### config.mk
export PLATFORM = sky130hd
export DESIGN_NAME = tdm_demux
export DESIGN_NICKNAME = d
export VERILOG_FILES = /design/src/rtl/tdm_demux.sv
export SDC_FILE = /design/constraint.sdc
export NUM_CORES = 1
export LEC_CHECK = 0
export CAP_MARGIN = 0
export CELL_PAD_IN_SITES_DETAIL_PLACEMENT = 1
export CELL_PAD_IN_SITES_GLOBAL_PLACEMENT = 2
export CORE_MARGIN = 1.5
export CORE_UTILIZATION = 29
export CTS_CLUSTER_SIZE = 24
export DETAILED_ROUTE_END_ITERATION = 16
export MAX_ROUTING_LAYER = met4
export PLACE_DENSITY = 0.74
export SKIP_CTS_REPAIR_TIMING = 1
export SLEW_MARGIN = 20
export SYNTH_ARGS = -nofsm -noshare
export SYNTH_HDL_FRONTEND = slang
export SYNTH_SLANG_ARGS = --single-unit
export TNS_END_PERCENT = 50
### constraint.sdc
create_clock -name clk -period 2.1 [get_ports clk]
set_clock_uncertainty 0.2 [all_clocks]
set_input_delay 0.42 -clock clk [delete_from_list [all_inputs] [get_ports clk]]
set_output_delay 0.42 -clock clk [all_outputs]
set_load 0.02 [all_outputs]
### src/rtl/tdm_demux.sv
// TDM receive demultiplexer: hunts for frame sync, then steers each slot's
// serial bit into a shadow register and publishes whole frames in parallel.
module tdm_demux #(
  parameter int CHANNELS = 8,
  parameter int SEL_W    = $clog2(CHANNELS)
) (
  input  logic                clk,
  input  logic                reset,
  input  logic                en,
  input  logic                d_in,
  input  logic                sync_in,
  output logic [CHANNELS-1:0] ch_out,
  output logic                frame_valid,
  output logic [SEL_W-1:0]    slot,
  output logic                locked,
  output logic                sync_err
);

  typedef enum logic {HUNT, LOCKED} state_t;

  localparam logic [SEL_W-1:0] LAST = SEL_W'(CHANNELS - 1);

  state_t              state, state_n;
  logic [SEL_W-1:0]    slot_n;
  logic [CHANNELS-1:0] shadow, shadow_n, ch_n;
  logic                fv_n, se_n;

  always_ff @(posedge clk) begin
    if (reset) begin
      state       <= HUNT;
      slot        <= '0;
      shadow      <= '0;
      ch_out      <= '0;
      frame_valid <= 1'b0;
      sync_err    <= 1'b0;
    end else begin
      state       <= state_n;
      slot        <= slot_n;
      shadow      <= shadow_n;
      ch_out      <= ch_n;
      frame_valid <= fv_n;
      sync_err    <= se_n;
    end
  end

  assign locked = (state == LOCKED);

  always_comb begin
    state_n  = state;
    slot_n   = slot;
    shadow_n = shadow;
    ch_n     = ch_out;
    fv_n     = 1'b0;
    se_n     = 1'b0;
    if (en) begin
      unique case (state)
        HUNT: begin
          if (sync_in) begin
            shadow_n    = '0;
            shadow_n[0] = d_in;
            slot_n      = SEL_W'(1);
            state_n     = LOCKED;
          end
        end
        LOCKED: begin
          // Sync at slot 0 is just confirmation; anywhere else restarts the frame.
          if (sync_in && slot != '0) begin
            se_n        = 1'b1;
            shadow_n    = '0;
            shadow_n[0] = d_in;
            slot_n      = SEL_W'(1);
          end else begin
            shadow_n[slot] = d_in;
            if (slot == LAST) begin
              ch_n   = shadow_n;
              fv_n   = 1'b1;
              slot_n = '0;
            end else begin
              slot_n = slot + SEL_W'(1);
            end
          end
        end
        default: state_n = HUNT;
      endcase
    end
  end

endmodule

==> results_dict.tcl, run 1 <==
set metrics [dict create \
    power.share.clock 0.398 \
    grt_usage 0.1442 \
    hold_viol 0 \
    crit_family "buffers and inverters" \
    synth_fp_nets 110 \
    clock_sinks 22 \
    period_needed_ps 2024 \
    place_ws_ps -5.369 \
    synth_top_cell_area_share 0.4668 \
    avgSynthCellArea_sq_um 9.249 \
    yosys.area.top_type "dfxtp_1" \
    gp_congestion 0.7117 \
    period_share 0.9637 \
    vias 811 \
    drive_gt1_frac 0.1129 \
    peakVddDrop_mv 0.2106 \
    cts_htree_levels 1 \
    r2r_start "slot[0]$_SDFFE_PP0P_" \
    power.total_uw 828.0 \
    io_buffers 18 \
    clock_latency_ps 320 \
    dp_cells 164 \
    drc 0 \
    crit_type "reg -> out" \
    overflow 0 \
    seqPwrFrac 0.519 \
    dieArea_sq_mm 0.003604 \
    final_common_cell "dfxtp_1" \
    holdWs_ps 270.5 \
    power_switching_uw 182.5 \
    max_slew_margin 0.7366 \
    min_path_type "reg -> reg" \
    start_kind "flip-flop" \
    design_area_sq_mm 0.001246 \
    slowest_stage "clkdlybuf4s50_1" \
    diodes 0 \
    crit_buf_inv 1 \
    viasPerCell 4.827 \
    p_int_uw 645.5 \
    crit_fanout 13 \
    grt_first_pass_wirelength_um 3781 \
    min_from "shadow[4]$_SDFFE_PP0P_" \
    clockBufferDepth 2 \
    clk_pin_slew_ps 120 \
    grt_start_max_net_pins 16 \
    worst_pin_slew_ps 394.2 \
    finalWorstSetupSlack_ps 76.18 \
    synth_edf_count 0 \
    max_freq_mhz 494.1 \
    synth_cell_types 26 \
    drt_iter0_markers 17 \
    fillers 359 \
    path_cells "clkdlybuf4s50_1" \
    drv_cap 0 \
    nets 133 \
    drt_first_pass_iters 4 \
    wl_per_cell_um 13.02 \
    core-area_sq_mm 0.003078 \
    die_h_um 60.04 \
    cts_tree "yes" \
    crit_required_ps 1480 \
    slowest_delay_ps 640 \
    area_growth_pct 32.10 \
    io_pins 19 \
    crit_path_start "slot[2]$_SDFFE_PP0P_" \
    antenna_found_initial 0 \
    cp.arrival_ps 1400 \
    grt_pass1_vias 776 \
    setup-violations-final 0 \
    p_comb_frac 0.084 \
    final_antenna_net_count 0 \
    wirelength_um 2187 \
    rows 20 \
    synth_flop_cell "dfxtp_1" \
    synthTopCellsByArea "dfxtp_1 47%, mux2i_1 9.5%, a211oi_1 6.4%" \
    rsz0062_at_grt "no" \
    switching_share 0.2204 \
    instances_no_fill 168 \
    power.leakage_nw 0.4813 \
    ys_ff_latch 22 \
    place_area_sq_mm 0.001187 \
    async_flop_share 0 \
    yosysWarnings 0 \
    end_kind "output pin" \
    netlist_instances 102 \
    clockRootBuffer "clkbuf_4" \
    outcome "completed" \
    die_w_um 60.04 \
    numCtsBuffers 3 \
    syn_area_sq_um 943.4 \
    place_hpwl_um 1573 \
    ys_seq_area_frac 0.4668 \
    p_per_area_mw_per_mm2 664.4 \
    start_util 0.3065 \
    slew_viol_final 0 \
    layout_common_cells "19 x dfxtp_1, 17 x clkdlybuf4s50_1, 12 x nor2_1" \
]
flip-flops by register name (all words and copies together) (netlist names):
register / cells
ch_out: 8
shadow: 8
slot: 3
frame_valid: 1
locked: 1
sync_err: 1
power by group through the flow:
stage                     registers (mW)  logic [mW]  clock network (mW)
after floorplan                    0.441      0.0355                   0
after global placement             0.438      0.0691                   0
after detailed placement           0.438      0.0697                   0
after CTS                          0.429      0.0706               0.340
after global routing               0.431      0.0771               0.358
final                              0.429      0.0694               0.329
layer usage:
layer / GRT usage / part of all wire / vias up
met3: 0.01948 / 0.023 / 2
met4: 0.05714 / 0.0078 / 0
li1: - / - / 406
met1: 0.1955 / 0.48 / 392
met2: 0.2158 / 0.49 / 11
met5: - / 0 / -
worst paths after layout:
check	end	slack (ps)	depth (start not counted)
max	slot[2]	80	1
min reg2reg	shadow[4]$_SDFFE_PP0P_	270	2
max reg2reg	ch_out[7]$_SDFFE_PP0P_	270	6
min	shadow[4]$_SDFFE_PP0P_	270	2
synth_stat cells (2+ instances only):
cell and instances:
a22oi_1 2, nand2b_1 2, nor2_1 12, mux2i_1 9, ha_1 3, inv_1 2
clkbuf_1 2, a21oi_1 2, nand2_1 9, nand3_1 3, and3_1 2, a211oi_1 8
or3_1 2, nor3_1 3, buf_2 2, o21ai_0 8, dfxtp_1 22
area by class of cell:
class / count / area, sq um / share of cell area
timing repair buffer: 23 / 220.2 / 0.1767
tap: 44 / 55.05 / 0.04418
inverter: 2 / 7.507 / 0.006024
clock buffer: 3 / 22.52 / 0.01807
sequential: 22 / 444.2 / 0.3564
clock inverter: 1 / 30.03 / 0.02410
multi-input combinational: 73 / 466.7 / 0.3745
per-stage QoR:
step,utilization,TNS (ps)
2_1_floorplan,-,0
3_3_place_gp,0.3858,0
3_5_place_dp,0.3858,-5.369
4_1_cts,0.4028,-101.1
5_1_grt,0.4049,0
6_report,0.4049,0
worst register-to-register path: stages (launching register included):
cell and delay, ps:
dfxtp_2 380, inv_1 160, ha_1 200, nand2b_1 130
a21oi_4 390, nor2_1 80, a211oi_1 220
cell families after synthesis:
kind of cell / Yosys count / synth area share
AOI/OAI and AO/OA: 23 / 0.1684
adders and majority gates: 3 / 0.03979
buffers and inverters: 7 / 0.03847
DFF: 22 / 0.4668
muxes: 9 / 0.09549
and+or+nand+nor: 38 / 0.1910
No activity file was read; power rests on OpenSTA's default activity.
==> run 2, diff against run 1 <==
CORE_MARGIN = 2   (was 1.5)
==> run 2 against run 1 <==
  * Flip-flop and latch count unchanged
  * Combinational power down 2%
  * Critical path type unchanged
  * Sequential share of layout area up 0.19 points
  * Register-to-register slack about the same
==> results_dict.tcl, run 2 (synthesis results as in run 1) <==
set metrics [dict create \
    io_pins 19 \
    outcome "completed" \
    peakVddDrop_mv 0.4063 \
    worst_pin_slew_ps 346.1 \
    period_needed_ps 2023 \
    p_per_area_mw_per_mm2 593.5 \
    cp.arrival_ps 1400 \
    postLayoutCoreUtil 0.4016 \
    rows 20 \
    start_util 0.3065 \
    cts_htree_levels 1 \
    dieArea_sq_mm 0.003725 \
    clock_latency_ps 320 \
    crit_buf_inv 1 \
    clockBufferDepth 2 \
    slew_viol_final 0 \
    clockRootBuffer "clkbuf_4" \
    drt_first_pass_iters 4 \
    viasPerCell 4.749 \
    wl_per_cell_um 12.48 \
    cts_tree "yes" \
    drc 0 \
    path_cells "clkdlybuf4s50_1" \
    setup-violations-final 0 \
    nets 132 \
    vias 793 \
    drive_gt1_frac 0.09756 \
    grt_pass1_vias 822 \
    die_w_um 61.04 \
    layout_common_cells "20 x dfxtp_1, 16 x clkdlybuf4s50_1, 12 x nor2_1" \
    overflow 0 \
    io_buffers 18 \
    clock_sinks 22 \
    final_common_cell "dfxtp_1" \
    grt_first_pass_wirelength_um 3760 \
    end_kind "output pin" \
    hold_viol 0 \
    antenna_found_initial 0 \
    gp_congestion 0.7323 \
    drt_iter0_markers 17 \
    diodes 0 \
    final_antenna_net_count 0 \
    crit_type "reg -> out" \
    rsz0062_at_grt "no" \
    crit_required_ps 1480 \
    area_growth_pct 31.03 \
    slowest_delay_ps 640 \
    drv_cap 0 \
    period_share 0.9634 \
    clk_pin_slew_ps 120 \
    start_kind "flip-flop" \
    min_path_type "reg -> reg" \
    place_hpwl_um 1560 \
    tns_ps 0 \
    crit_family "buffers and inverters" \
    numCtsBuffers 3 \
    crit_fanout 7 \
    core-area_sq_mm 0.003078 \
    grt_start_max_net_pins 18 \
    grt_usage 0.1438 \
    max_slew_margin 0.7675 \
    die_h_um 61.04 \
    slowest_stage "clkdlybuf4s50_1" \
    power.leakage_nw 0.4895 \
    max_freq_mhz 494.3 \
    wirelength_um 2084 \
    reg_top3 "ch_out (8), shadow (8), slot (3)" \
]
run 2: changes by cell type in the layout (fill, tap and decap cells not counted):
cell             previous run  this run
dlymetal6s2s_1              1         2
buf_12                      0         1
dfxtp_2                     3         2
clkbuf_8                    0         1
bufinv_16                   1         0
clkdlybuf4s50_1            17        16
buf_4                       5         3
dfxtp_1                    19        20
run 2: cell type report:
type,instances,area (sq um)
Inverter,2,7.507
Clock buffer,4,36.28
Multi-Input combinational cell,73,466.7
Fill cell,367,1842
Sequential cell,22,442.9
Tap cell,44,55.05
Timing Repair Buffer,22,227.7
run 2: per-stage QoR:
stage          setup slack (ps)  instances  area (sq um)  power, mW  hold WS [ps]
6_report                  76.76        167          1236     0.7337         267.6
5_1_grt                   12.11        167          1236     0.7700         314.6
4_1_cts                  -95.79        167          1229     0.7476         271.8
3_5_place_dp              81.88        163          1192     0.5069         241.6
3_3_place_gp              129.3        163          1192     0.5065         233.0
2_1_floorplan             244.9        102         943.4     0.4761         224.4
run 2: final timing paths:
check	startpoint	endpoint	slack [ps]	depth (start not counted)
setup / recovery	locked$_SDFFE_PP0P_	locked	80	1
hold / removal	shadow[2]$_SDFFE_PP0P_	shadow[2]$_SDFFE_PP0P_	270	2
setup reg to reg	slot[0]$_SDFFE_PP0P_	shadow[4]$_SDFFE_PP0P_	280	6
hold reg to reg	shadow[2]$_SDFFE_PP0P_	shadow[2]$_SDFFE_PP0P_	270	2
run 2: power breakdown:
group	internal [mW]	switching (mW)	total, mW
Clock	0.106	0.131	0.237
Sequential	0.422	0.00639	0.428
Combinational	0.0298	0.0380	0.0678
run 2: routing by layer:
layer	vias to the layer above	track usage	share of wire
li1	404	-	-
met1	369	0.1779	0.49
met2	15	0.2097	0.46
met3	5	0.04622	0.036
met4	0	0.07143	0.019
met5	-	-	0
==> run 3, diff against run 2 <==
HOLD_SLACK_MARGIN = 0.03   (was unset)
==> results of run 3 <==
Same layout as run 2: the final DEF is identical, and so are final timing and power.
